## src/rtl/calc_seq_pkg.sv

```systemverilog
// Shared types and widths for the calculator command sequencer.
package calc_seq_pkg;

  localparam int DATA_W   = 8;
  localparam int RESULT_W = 16;
  localparam int ERROR_W  = 4;
  localparam int CMD_W    = 10;

  typedef enum logic [1:0] {
    OP_ENTER = 2'd0,
    OP_ADD   = 2'd1,
    OP_MUL   = 2'd2,
    OP_END   = 2'd3
  } op_e;

  typedef enum logic [2:0] {
    S_IDLE,
    S_ISSUE,
    S_WAIT,
    S_FLUSH,
    S_REPORT,
    S_CLEAR
  } state_e;

  // One FIFO entry: opcode in the top two bits, operand below.
  typedef struct packed {
    op_e               op;
    logic [DATA_W-1:0] data;
  } cmd_t;

endpackage

```

## src/rtl/calc_seq_if.sv

```systemverilog
// Host command channel of the calculator sequencer (valid/ready push only).
interface calc_seq_if;
  import calc_seq_pkg::*;

  logic              cmd_valid;
  logic              cmd_ready;
  logic [1:0]        cmd_op;
  logic [DATA_W-1:0] cmd_data;

  modport master (output cmd_valid, output cmd_op, output cmd_data, input cmd_ready);
  modport slave  (input cmd_valid, input cmd_op, input cmd_data, output cmd_ready);

endinterface

```

## src/rtl/calc_seq_fifo.sv

```systemverilog
// Synchronous DEPTH x CMD_W command FIFO with extra-MSB wrap pointers.
module calc_seq_fifo
  import calc_seq_pkg::*;
#(
  parameter int DEPTH = 8
) (
  input  logic clock,
  input  logic reset,
  input  logic push,
  input  cmd_t push_cmd,
  input  logic pop,
  output cmd_t head,
  output logic full,
  output logic empty
);

  localparam int AW = $clog2(DEPTH);
  localparam logic [AW:0] PTR_ONE = 1;

  logic [AW:0] wr_ptr;
  logic [AW:0] rd_ptr;
  cmd_t        mem [DEPTH];
  logic        do_push;
  logic        do_pop;

  assign full    = (wr_ptr[AW] != rd_ptr[AW]) && (wr_ptr[AW-1:0] == rd_ptr[AW-1:0]);
  assign empty   = (wr_ptr == rd_ptr);
  assign do_push = push && !full;
  assign do_pop  = pop && !empty;
  assign head    = mem[rd_ptr[AW-1:0]];

  always_ff @(posedge clock) begin
    if (reset) begin
      wr_ptr <= '0;
      rd_ptr <= '0;
    end else begin
      if (do_push) wr_ptr <= wr_ptr + PTR_ONE;
      if (do_pop)  rd_ptr <= rd_ptr + PTR_ONE;
    end
  end

  // Storage carries no reset; the pointers alone define what is valid.
  always_ff @(posedge clock) begin
    if (do_push) mem[wr_ptr[AW-1:0]] <= push_cmd;
  end

endmodule

```

## src/rtl/calc_sequencer.sv

```systemverilog
// Replays buffered RPN commands to a calculator as spaced pulses and reports at END.
// Optional: define CALC_SEQ_OVERFLOW_STOP_EN to flush the program on a sampled overflow.
module calc_sequencer
  import calc_seq_pkg::*;
#(
  parameter int DEPTH     = 8,
  parameter int GAP       = 2,
  parameter int CLEAR_LEN = 10
) (
  input  logic                clock,
  input  logic                reset,
  calc_seq_if.slave           cmd,
  output logic                calc_enter,
  output logic                calc_add,
  output logic                calc_multiply,
  output logic [DATA_W-1:0]   calc_data,
  output logic                calc_clear,
  input  logic [RESULT_W-1:0] calc_result,
  input  logic                calc_overflow,
  input  logic [ERROR_W-1:0]  calc_error,
  output logic                busy,
  output logic                done,
  output logic [RESULT_W-1:0] final_result,
  output logic                final_overflow,
  output logic [ERROR_W-1:0]  final_error
);

  localparam int CNT_MAX = (GAP > CLEAR_LEN) ? GAP : CLEAR_LEN;
  localparam int CNT_W   = $clog2(CNT_MAX + 1);

  state_e             state;
  state_e             next_state;
  logic [CNT_W-1:0]   cnt;
  logic               wait_last;
  logic               clear_last;
  logic               halt;
  logic               push;
  logic               pop;
  logic               full;
  logic               empty;
  cmd_t               push_cmd;
  cmd_t               head;
  logic               ovf_seen;

  logic                enter_nxt;
  logic                add_nxt;
  logic                mul_nxt;
  logic [DATA_W-1:0]   data_nxt;
  logic                clear_nxt;
  logic                done_nxt;
  logic [RESULT_W-1:0] result_nxt;
  logic                overflow_nxt;
  logic [ERROR_W-1:0]  error_nxt;
  logic                ovf_seen_nxt;

  assign push          = cmd.cmd_valid && !full;
  assign push_cmd      = cmd_t'({cmd.cmd_op, cmd.cmd_data});
  assign cmd.cmd_ready = !full;
  assign busy          = (state != S_IDLE) || !empty;
  assign wait_last     = (cnt == CNT_W'(GAP - 1));
  assign clear_last    = (cnt == CNT_W'(CLEAR_LEN - 1));

`ifdef CALC_SEQ_OVERFLOW_STOP_EN
  assign halt = (calc_error != '0) || calc_overflow;
`else
  assign halt = (calc_error != '0);
`endif

  calc_seq_fifo #(.DEPTH(DEPTH)) u_fifo (
    .clock    (clock),
    .reset    (reset),
    .push     (push),
    .push_cmd (push_cmd),
    .pop      (pop),
    .head     (head),
    .full     (full),
    .empty    (empty)
  );

  // cnt restarts on every state change, so it measures time spent in WAIT/CLEAR.
  always_ff @(posedge clock) begin
    if (reset) begin
      state <= S_IDLE;
      cnt   <= '0;
    end else begin
      state <= next_state;
      cnt   <= (state != next_state) ? '0 : cnt + CNT_W'(1);
    end
  end

  always_comb begin
    next_state = state;
    pop        = 1'b0;
    case (state)
      S_IDLE: begin
        if (!empty) begin
          pop        = 1'b1;
          next_state = (head.op == OP_END) ? S_REPORT : S_ISSUE;
        end
      end
      S_ISSUE:  next_state = S_WAIT;
      S_WAIT: begin
        if (wait_last) next_state = halt ? S_FLUSH : S_IDLE;
      end
      S_FLUSH: begin
        if (!empty) begin
          pop = 1'b1;
          if (head.op == OP_END) next_state = S_REPORT;
        end
      end
      S_REPORT: next_state = S_CLEAR;
      S_CLEAR: begin
        if (clear_last) next_state = S_IDLE;
      end
      default:  next_state = S_IDLE;
    endcase
  end

  // Outputs are registered: values computed here appear together with next_state.
  always_comb begin
    enter_nxt    = (next_state == S_ISSUE) && (head.op == OP_ENTER);
    add_nxt      = (next_state == S_ISSUE) && (head.op == OP_ADD);
    mul_nxt      = (next_state == S_ISSUE) && (head.op == OP_MUL);
    data_nxt     = pop ? head.data : calc_data;
    clear_nxt    = (next_state == S_CLEAR);
    done_nxt     = (state == S_REPORT);
    result_nxt   = final_result;
    overflow_nxt = final_overflow;
    error_nxt    = final_error;
    ovf_seen_nxt = ovf_seen;
    if (state == S_WAIT && wait_last) ovf_seen_nxt = ovf_seen | calc_overflow;
    if (state == S_REPORT) begin
      result_nxt   = calc_result;
      overflow_nxt = calc_overflow | ovf_seen;
      error_nxt    = calc_error;
      ovf_seen_nxt = 1'b0;
    end
  end

  always_ff @(posedge clock) begin
    if (reset) begin
      calc_enter     <= 1'b0;
      calc_add       <= 1'b0;
      calc_multiply  <= 1'b0;
      calc_data      <= '0;
      calc_clear     <= 1'b0;
      done           <= 1'b0;
      final_result   <= '0;
      final_overflow <= 1'b0;
      final_error    <= '0;
      ovf_seen       <= 1'b0;
    end else begin
      calc_enter     <= enter_nxt;
      calc_add       <= add_nxt;
      calc_multiply  <= mul_nxt;
      calc_data      <= data_nxt;
      calc_clear     <= clear_nxt;
      done           <= done_nxt;
      final_result   <= result_nxt;
      final_overflow <= overflow_nxt;
      final_error    <= error_nxt;
      ovf_seen       <= ovf_seen_nxt;
    end
  end

endmodule

```

## src/flat_wrapper.sv

```systemverilog
// flat-port wrapper written by rule: the top's interface ports become plain ports
module calc_sequencer_flat import calc_seq_pkg::*;
#(
  parameter int DEPTH     = 8,
  parameter int GAP       = 2,
  parameter int CLEAR_LEN = 10
)
  (clock, reset, calc_enter, calc_add, calc_multiply, calc_data, calc_clear, calc_result, calc_overflow, calc_error, busy, done, final_result, final_overflow, final_error, cmd_cmd_valid, cmd_cmd_op, cmd_cmd_data, cmd_cmd_ready);
  calc_seq_if cmd_i ();
  input  logic clock;
  input  logic reset;
  output logic calc_enter;
  output logic calc_add;
  output logic calc_multiply;
  output logic [DATA_W-1:0] calc_data;
  output logic calc_clear;
  input  logic [RESULT_W-1:0] calc_result;
  input  logic calc_overflow;
  input  logic [ERROR_W-1:0] calc_error;
  output logic busy;
  output logic done;
  output logic [RESULT_W-1:0] final_result;
  output logic final_overflow;
  output logic [ERROR_W-1:0] final_error;
  input wire logic [$bits(cmd_i.cmd_valid)-1:0] cmd_cmd_valid;
  input wire logic [$bits(cmd_i.cmd_op)-1:0] cmd_cmd_op;
  input wire logic [$bits(cmd_i.cmd_data)-1:0] cmd_cmd_data;
  output wire logic [$bits(cmd_i.cmd_ready)-1:0] cmd_cmd_ready;
  assign cmd_i.cmd_valid = cmd_cmd_valid;
  assign cmd_i.cmd_op = cmd_cmd_op;
  assign cmd_i.cmd_data = cmd_cmd_data;
  assign cmd_cmd_ready = cmd_i.cmd_ready;
  calc_sequencer #(.DEPTH(DEPTH), .GAP(GAP), .CLEAR_LEN(CLEAR_LEN)) u_core (.clock(clock), .reset(reset), .cmd(cmd_i), .calc_enter(calc_enter), .calc_add(calc_add), .calc_multiply(calc_multiply), .calc_data(calc_data), .calc_clear(calc_clear), .calc_result(calc_result), .calc_overflow(calc_overflow), .calc_error(calc_error), .busy(busy), .done(done), .final_result(final_result), .final_overflow(final_overflow), .final_error(final_error));
endmodule
```

## config.mk

```make
export PLATFORM = sky130hd
export DESIGN_NAME = calc_sequencer_flat
export DESIGN_NICKNAME = d
export VERILOG_FILES = /design/src/rtl/calc_seq_pkg.sv /design/src/rtl/calc_seq_if.sv /design/src/rtl/calc_seq_fifo.sv /design/src/rtl/calc_sequencer.sv /design/src/flat_wrapper.sv
export SDC_FILE = /design/constraint.sdc
export NUM_CORES = 1
export LEC_CHECK = 0
export BUFFER_PORTS_ARGS = -buffer_cell sky130_fd_sc_hd__buf_2
export CAP_MARGIN = 5
export CELL_PAD_IN_SITES_DETAIL_PLACEMENT = 1
export CELL_PAD_IN_SITES_GLOBAL_PLACEMENT = 1
export CORE_MARGIN = 2
export CORE_UTILIZATION = 35
export DETAILED_ROUTE_END_ITERATION = 10
export GPL_ROUTABILITY_DRIVEN = 0
export HOLD_SLACK_MARGIN = 0.02
export PLACE_DENSITY_LB_ADDON = 0.1
export REMOVE_ABC_BUFFERS = 1
export SYNTH_ARGS = -nofsm -noshare
export SYNTH_HDL_FRONTEND = slang
export SYNTH_SLANG_ARGS = --single-unit
```

## constraint.sdc

```tcl
create_clock -name clock -period 6.3 [get_ports clock]
set_clock_uncertainty 0.15 [all_clocks]
set_input_delay 0.63 -clock clock [delete_from_list [all_inputs] [get_ports clock]]
set_output_delay 0.63 -clock clock [all_outputs]
set_load 0.03 [all_outputs]
```

==> flow_summary.ini, run 1 <==
[run_status]
status = completed

[logic_synthesis]
synth.top_cells.by_count = edfxtp_1 (80), dfxtp_1 (53), nor2_1 (28)
postSynthRegisterBits = 133
number_of_enable_flip_flop_cells_after_synthesis = 80
yosysSeqAreaShare_pct = 68.2
synthFlopType = edfxtp_1
netlist_top_cells_area = edfxtp_1 (47%), dfxtp_1 (21%), mux4_2 (6.2%)
yosys.area.top_type_share_pct = 47.3
async_reset_ff_share_pct = 0
post-synth-top-count-cell = edfxtp_1
yosys-mux-area-fraction_pct = 11.9
netlist.top_cell.by_area = edfxtp_1
synth_cell_type_count = 45
synth-simple-area-share_pct = 7.02
post_synth_fa_ha_maj_area_fraction_pct = 0.986
post_synth_inst_count = 324
post_synth_instance_area_sq_mm = 0.00508
post_synthesis_compound_gate_area_fraction_pct = 7.94
synth_top_family_by_area = multiplexers
yosysWarningCount = 0
synthesis.area_per_instance_sq_um = 15.7
post_synthesis_share_of_cell_area_spent_on_xor_and_xnor_gates_pct = 2.07

[cts]
max-clock-path-buffers = 2
clk-insertion-delay-late_ns = 0.41
cts.repair.resized = 0
clockRootBuffer = clkbuf_16
clk_pin_slew_worst_paths_ns = 0.06
tritoncts = yes
cts_setup_buffers = 0
clock_sink_count = 133
cts_hold_buf = 0
numCtsBuffers = 17
htree_levels = 4

[placement]
place_hpwl_um = 7220
io_buffers = 69

[die]
die_height_um = 124
initial_core_util_pct = 35.3
die_area_sq_mm = 0.0155
placeableCoreArea_sq_mm = 0.0144
io_pins = 70
core.rowCount = 44
die_x_um = 124

[cells_and_area]
multiInputGateArea_sq_mm = 0.00152
layout.area.seq_sq_mm = 0.00346
fillers = 1430
share_of_post_route_cells_with_drive_strength_above_1_pct = 30.3
antenna_cells = 0
areaGrowthSynthToFinish_pct = 23.3
num-nets-final = 441

[detailed_routing]
antenna_left = 0
detailroute.via_count = 3012
vias_per_cell = 5.02
drt-wirelength-per-cell_um = 18.3
drt_pass1_iterations = 4
detail_route.drc_violations = 0
initialDrtViolationCount = 139
route.final.wire_length_um = 11000

[timing]
maxSlewViolCount = 0
setup_total_negative_slack_ns = 0
slew-limit-headroom_pct = 30.7
min_period_over_period_pct = 46.4
hold_viol = 0
fmaxAchievable_mhz = 342
setup_repair_after_global_routing_missed_its_margin = no
timing.final.crit_period_ns = 2.92
setup_violations = 0
worst_slew_pin_slew_ns = 1.04

[grt]
largest_net_degree_at_the_start_of_global_routing = 28
antenna_found_initial = 0
globalRouteOverflowTotal = 0
grt_pass1_vias = 3200
grt_first_pass_wirelength_um = 17800
grt_util_all_layers_pct = 15.1

[hold_path]
path_category_of_the_worst_min_delay_check = primary input to register
worst_hold_path.endpoint = u_core.final_result[8]
whs_path_depth = 2
min_from = calc_result[8]

[worst_setup_path]
reg2reg_depth = 6
regToRegEndpoint = u_core.cnt[1]
setup_slack_of_the_most_critical_reg_to_reg_path_ns = 3.38
crit_required_ns = 6.46
crit_type = register to register
crit_arrival_ns = 3.08
worstPathMaxFanout = 11
timing.critical_path.from_type = register
cp-end-kind = register

[power_and_ir_drop]
powerDensity_mw_per_mm2 = 429
ir_worst_vdd_mv = 0.220
relative_contribution_of_sequential_cells_to_total_power_pct = 40.0
switching_pwr_mw = 0.784
clock_network_power_share_pct = 38.7
power_switching_share_pct = 29.2
internal_power_mw = 1.90
combPwrFrac_pct = 21.3
total_power_consumption_of_the_routed_design_mw = 2.68
leakagePower_nw = 2.32

[flow_run]
max_cap_violations = 0
==> area by class of cell <==
cell class | instances | area share, %
Inverter | 5 | 0.300
Tap cell | 184 | 3.68
Clock inverter | 12 | 2.84
Clock buffer | 20 | 7.14
Timing Repair Buffer | 76 | 6.36
Sequential cell | 133 | 55.3
Multi-Input combinational cell | 170 | 24.3
==> worst max path at each step <==
stage / startpoint / to / slack [ns] / cells past startpoint
CTS: register / u_core.cnt[1] / 3.30 / 6
floorplan: register / u_core.cnt[0] / 3.58 / 5
finish: register / u_core.cnt[1] / 3.38 / 6
global placement: register / u_core.cnt[1] / 3.40 / 6
global route: register / u_core.cnt[1] / 3.13 / 6
detailed placement: register / u_core.cnt[1] / 3.34 / 6
==> kinds of logic after synthesis <==
group,count (synthesis)
buf+inv,21
simple gates,71
compound gates,51
fa+ha+maj,4
mux,32
flops,133
xor+xnor,12
==> metal layers <==
metal	up-vias	share of wire [%]	GRT usage, %
met5	-	0	0
met4	0	1.8	6.28
met3	14	4.2	3.74
met2	70	47	23.6
met1	1501	47	20.0
li1	1427	-	-
==> worst max-delay path: stages (launching register included) <==
cell and delay, ns:
dfxtp_1 0.71, buf_4 0.37, mux4_1 0.59, mux2_4 0.31, a31oi_1 0.22, nor2_1 0.11, a2111oi_2 0.34
==> through the flow <==
stage          util (%)  instances  hold slack [ns]  area (sq um)  setup slack [ns]
2_1_floorplan         -        308            0.306          5000              3.58
3_3_place_gp       39.2        568            0.279          5630              3.40
3_5_place_dp       39.2        568            0.286          5630              3.34
4_1_cts            43.5        600            0.260          6260              3.30
5_1_grt            43.5        600            0.272          6260              3.13
6_report           43.5        600            0.275          6260              3.38
==> registers in the layout (all words and copies together), names as in the netlist, named ones only <==
| register | flops |
|---|---|
| u_core.u_fifo.mem | 80 |
| u_core.final_result | 16 |
| u_core.calc_data | 8 |
| u_core.cnt | 4 |
| u_core.final_error | 4 |
| u_core.u_fifo.rd_ptr | 4 |
| u_core.u_fifo.wr_ptr | 4 |
| u_core.state | 3 |
| u_core.calc_add | 1 |
| u_core.calc_clear | 1 |
| u_core.calc_enter | 1 |
| u_core.calc_multiply | 1 |
| u_core.done | 1 |
| u_core.final_overflow | 1 |
| u_core.ovf_seen | 1 |
==> power groups by stage <==
stage | logic (mW) | registers, mW | clock network (mW)
6_report | 0.571 | 1.07 | 1.04
4_1_cts | 0.582 | 1.08 | 1.06
5_1_grt | 0.632 | 1.09 | 1.09
3_5_place_dp | 0.578 | 1.09 | 0
2_1_floorplan | 0.330 | 1.16 | 0
3_3_place_gp | 0.575 | 1.09 | 0
==> cell usage in the layout, fill, tap and decap left out, drive strengths merged, types with 2 or more instances in the layout <==
cell / Yosys / final
nor3: 5 / 5
nor4b: 2 / 2
o21ai: 6 / 6
xnor2: 5 / 5
ha: 4 / 4
clkbuf: 10 / 20
mux4: 20 / 20
mux2: 2 / 2
buf: 6 / 76
clkinv: 0 / 4
dfxtp: 53 / 53
mux2i: 10 / 10
edfxtp: 80 / 80
a211oi: 11 / 11
nor4: 2 / 2
a31oi: 2 / 2
nand3b: 3 / 3
nand2b: 5 / 5
a21oi: 4 / 4
clkinvlp: 0 / 3
a2111oi: 2 / 2
bufinv: 0 / 4
a22o: 20 / 20
xor2: 7 / 7
nor2: 28 / 28
nand4: 3 / 3
nand3: 5 / 5
inv: 5 / 6
nand2: 10 / 10
Note: power is estimated with default switching activity, not from simulation.
==> inputs of run 2 (changes only) <==
Clock period 6.3 ns to 2.9 ns, I/O delays scaled along.
==> run 2 against run 1 <==
Sequential power grew 110%. Fmax grew 22%. Flip-flop and latch count is the same. Critical endpoint is now u_core.cnt[0]. Highest routed layer unchanged.
==> flow_summary.ini, run 2 (synthesis gave the netlist of run 1 again) <==
[run_status]
status = completed

[detailed_routing]
detail_route.drc_violations = 0
route.final.wire_length_um = 11300
wl_met1_um = 5250
drt_pass1_iterations = 4
met2RoutedLength_um = 5410
initialDrtViolationCount = 197
vias_per_cell = 4.95
antenna_left = 0
detailroute.via_count = 3156
met3_length_um = 553
top_signal_layer_used = met4
drt-wirelength-per-cell_um = 17.8

[timing]
worst_slew_pin_slew_ns = 0.582
setup_violations = 0
maxSlewViolCount = 0
setup_total_negative_slack_ns = 0
min_period_over_period_pct = 82.4
fmaxAchievable_mhz = 418
slew-limit-headroom_pct = 60.7
setup_repair_after_global_routing_missed_its_margin = no
hold_viol = 0
timing.final.crit_period_ns = 2.39

[cells_and_area]
layout.area.seq_sq_mm = 0.00346
antenna_cells = 0
layout.cells.most_common_list = edfxtp_1 (80), buf_2 (69), dfxtp_1 (53)
instances_no_fill = 638
share_of_post_route_cells_with_drive_strength_above_1_pct = 29.3
mostFrequentLayoutCell = edfxtp_1
fillers = 1429
areaGrowthSynthToFinish_pct = 30.2
num-nets-final = 479
multiInputGateArea_sq_mm = 0.00152
largest_register_ffs = 80

[worst_setup_path]
crit_type = register to register
worstPathMaxFanout = 4
crit_family = simple AND/OR/NAND/NOR gates
cp-end-kind = register
timing.critical_path.from_type = register
critical_path_buf_inv_count = 0
critical-path-slowest-cell = or4b_1
critical_path_s_largest_stage_delay_ns = 0.53
crit_arrival_ns = 2.55
crit_required_ns = 3.05
crit_path_cell_trace = ha_1, nor3b_1, or4b_1, o211ai_1, o221ai_1, a2111oi_2

[power_and_ir_drop]
powerDensity_mw_per_mm2 = 887
total_power_consumption_of_the_routed_design_mw = 5.86
ir_worst_vdd_mv = 0.401
leakagePower_nw = 2.48

[die]
initial_core_util_pct = 35.3
die_area_sq_mm = 0.0155
die_x_um = 124
io_pins = 70
die_height_um = 124
placeableCoreArea_sq_mm = 0.0144
core.rowCount = 44

[cts]
clock_sink_count = 133
htree_levels = 4
numCtsBuffers = 17
tritoncts = yes
clk-insertion-delay-late_ns = 0.41
clk_pin_slew_worst_paths_ns = 0.05
cts_setup_buffers = 0
clockRootBuffer = clkbuf_16
max-clock-path-buffers = 2

[grt]
grt_pass1_vias = 3334
globalRouteOverflowTotal = 0
antenna_found_initial = 0
grt_first_pass_wirelength_um = 18500
largest_net_degree_at_the_start_of_global_routing = 28
grt_util_all_layers_pct = 15.7

[flow_run]
max_cap_violations = 0

[placement]
dp.cells = 575
io_buffers = 69
place_hpwl_um = 7290

[hold_path]
path_category_of_the_worst_min_delay_check = primary input to register
[run 2: cell count changes in the layout (fill, tap and decap cells not counted), sizes merged]
| cell | previous run | this run |
|---|---|---|
| dlygate4sd3 | 0 | 31 |
| buf | 76 | 83 |
| clkbuf | 20 | 19 |
| clkinvlp | 3 | 4 |
[run 2: power breakdown]
part	total [mW]	internal (mW)	switching, mW
Combinational	1.33	0.545	0.789
Sequential	2.30	2.17	0.138
Clock	2.23	1.43	0.791
Total	5.86	4.15	1.72
[run 2: final cells by class]
| cell class | count | share of cell area (%) |
|---|---|---|
| Tap cell | 184 | 3.48 |
| Clock buffer | 19 | 6.55 |
| Inverter | 5 | 0.284 |
| Sequential cell | 133 | 52.4 |
| Multi-Input combinational cell | 170 | 23.0 |
| Timing Repair Buffer | 114 | 11.5 |
| Clock inverter | 13 | 2.74 |
[run 2: worst paths after layout]
kind | cells past startpoint | endpoint | slack [ns] | start
setup / recovery | 6 | u_core.cnt[0] | 0.51 | u_core.cnt[0]
hold / removal | 2 | u_core.u_fifo.wr_ptr[3] | 0.19 | reset
setup reg to reg | 6 | u_core.cnt[0] | 0.51 | u_core.cnt[0]
hold reg to reg | 2 | u_core.final_overflow | 0.29 | u_core.final_overflow
[run 2: per-layer routing]
layer / global-route usage [%] / vias to the layer above
met4: 6.15 / 0
met2: 24.8 / 75
met1: 20.5 / 1573
met3: 4.64 / 10
met5: 0 / -
li1: - / 1498
[run 2: repair_timing]
action,4_1_cts,5_1_grt
gates resized for setup,0,0
hold buffers,31,0
hold endpoints to repair,98,0
[run 2: through the flow]
step | utilization, % | setup WS [ns] | hold WS (ns) | cell area, sq um
final | 46.0 | 0.509 | 0.193 | 6610
after global routing | 46.0 | 0.245 | 0.238 | 6610
after CTS | 46.0 | 0.473 | 0.189 | 6610
after detailed placement | 39.6 | 0.481 | 0.285 | 5690
after global placement | 39.6 | 0.547 | 0.279 | 5690
after floorplan | - | 0.183 | 0.212 | 5000
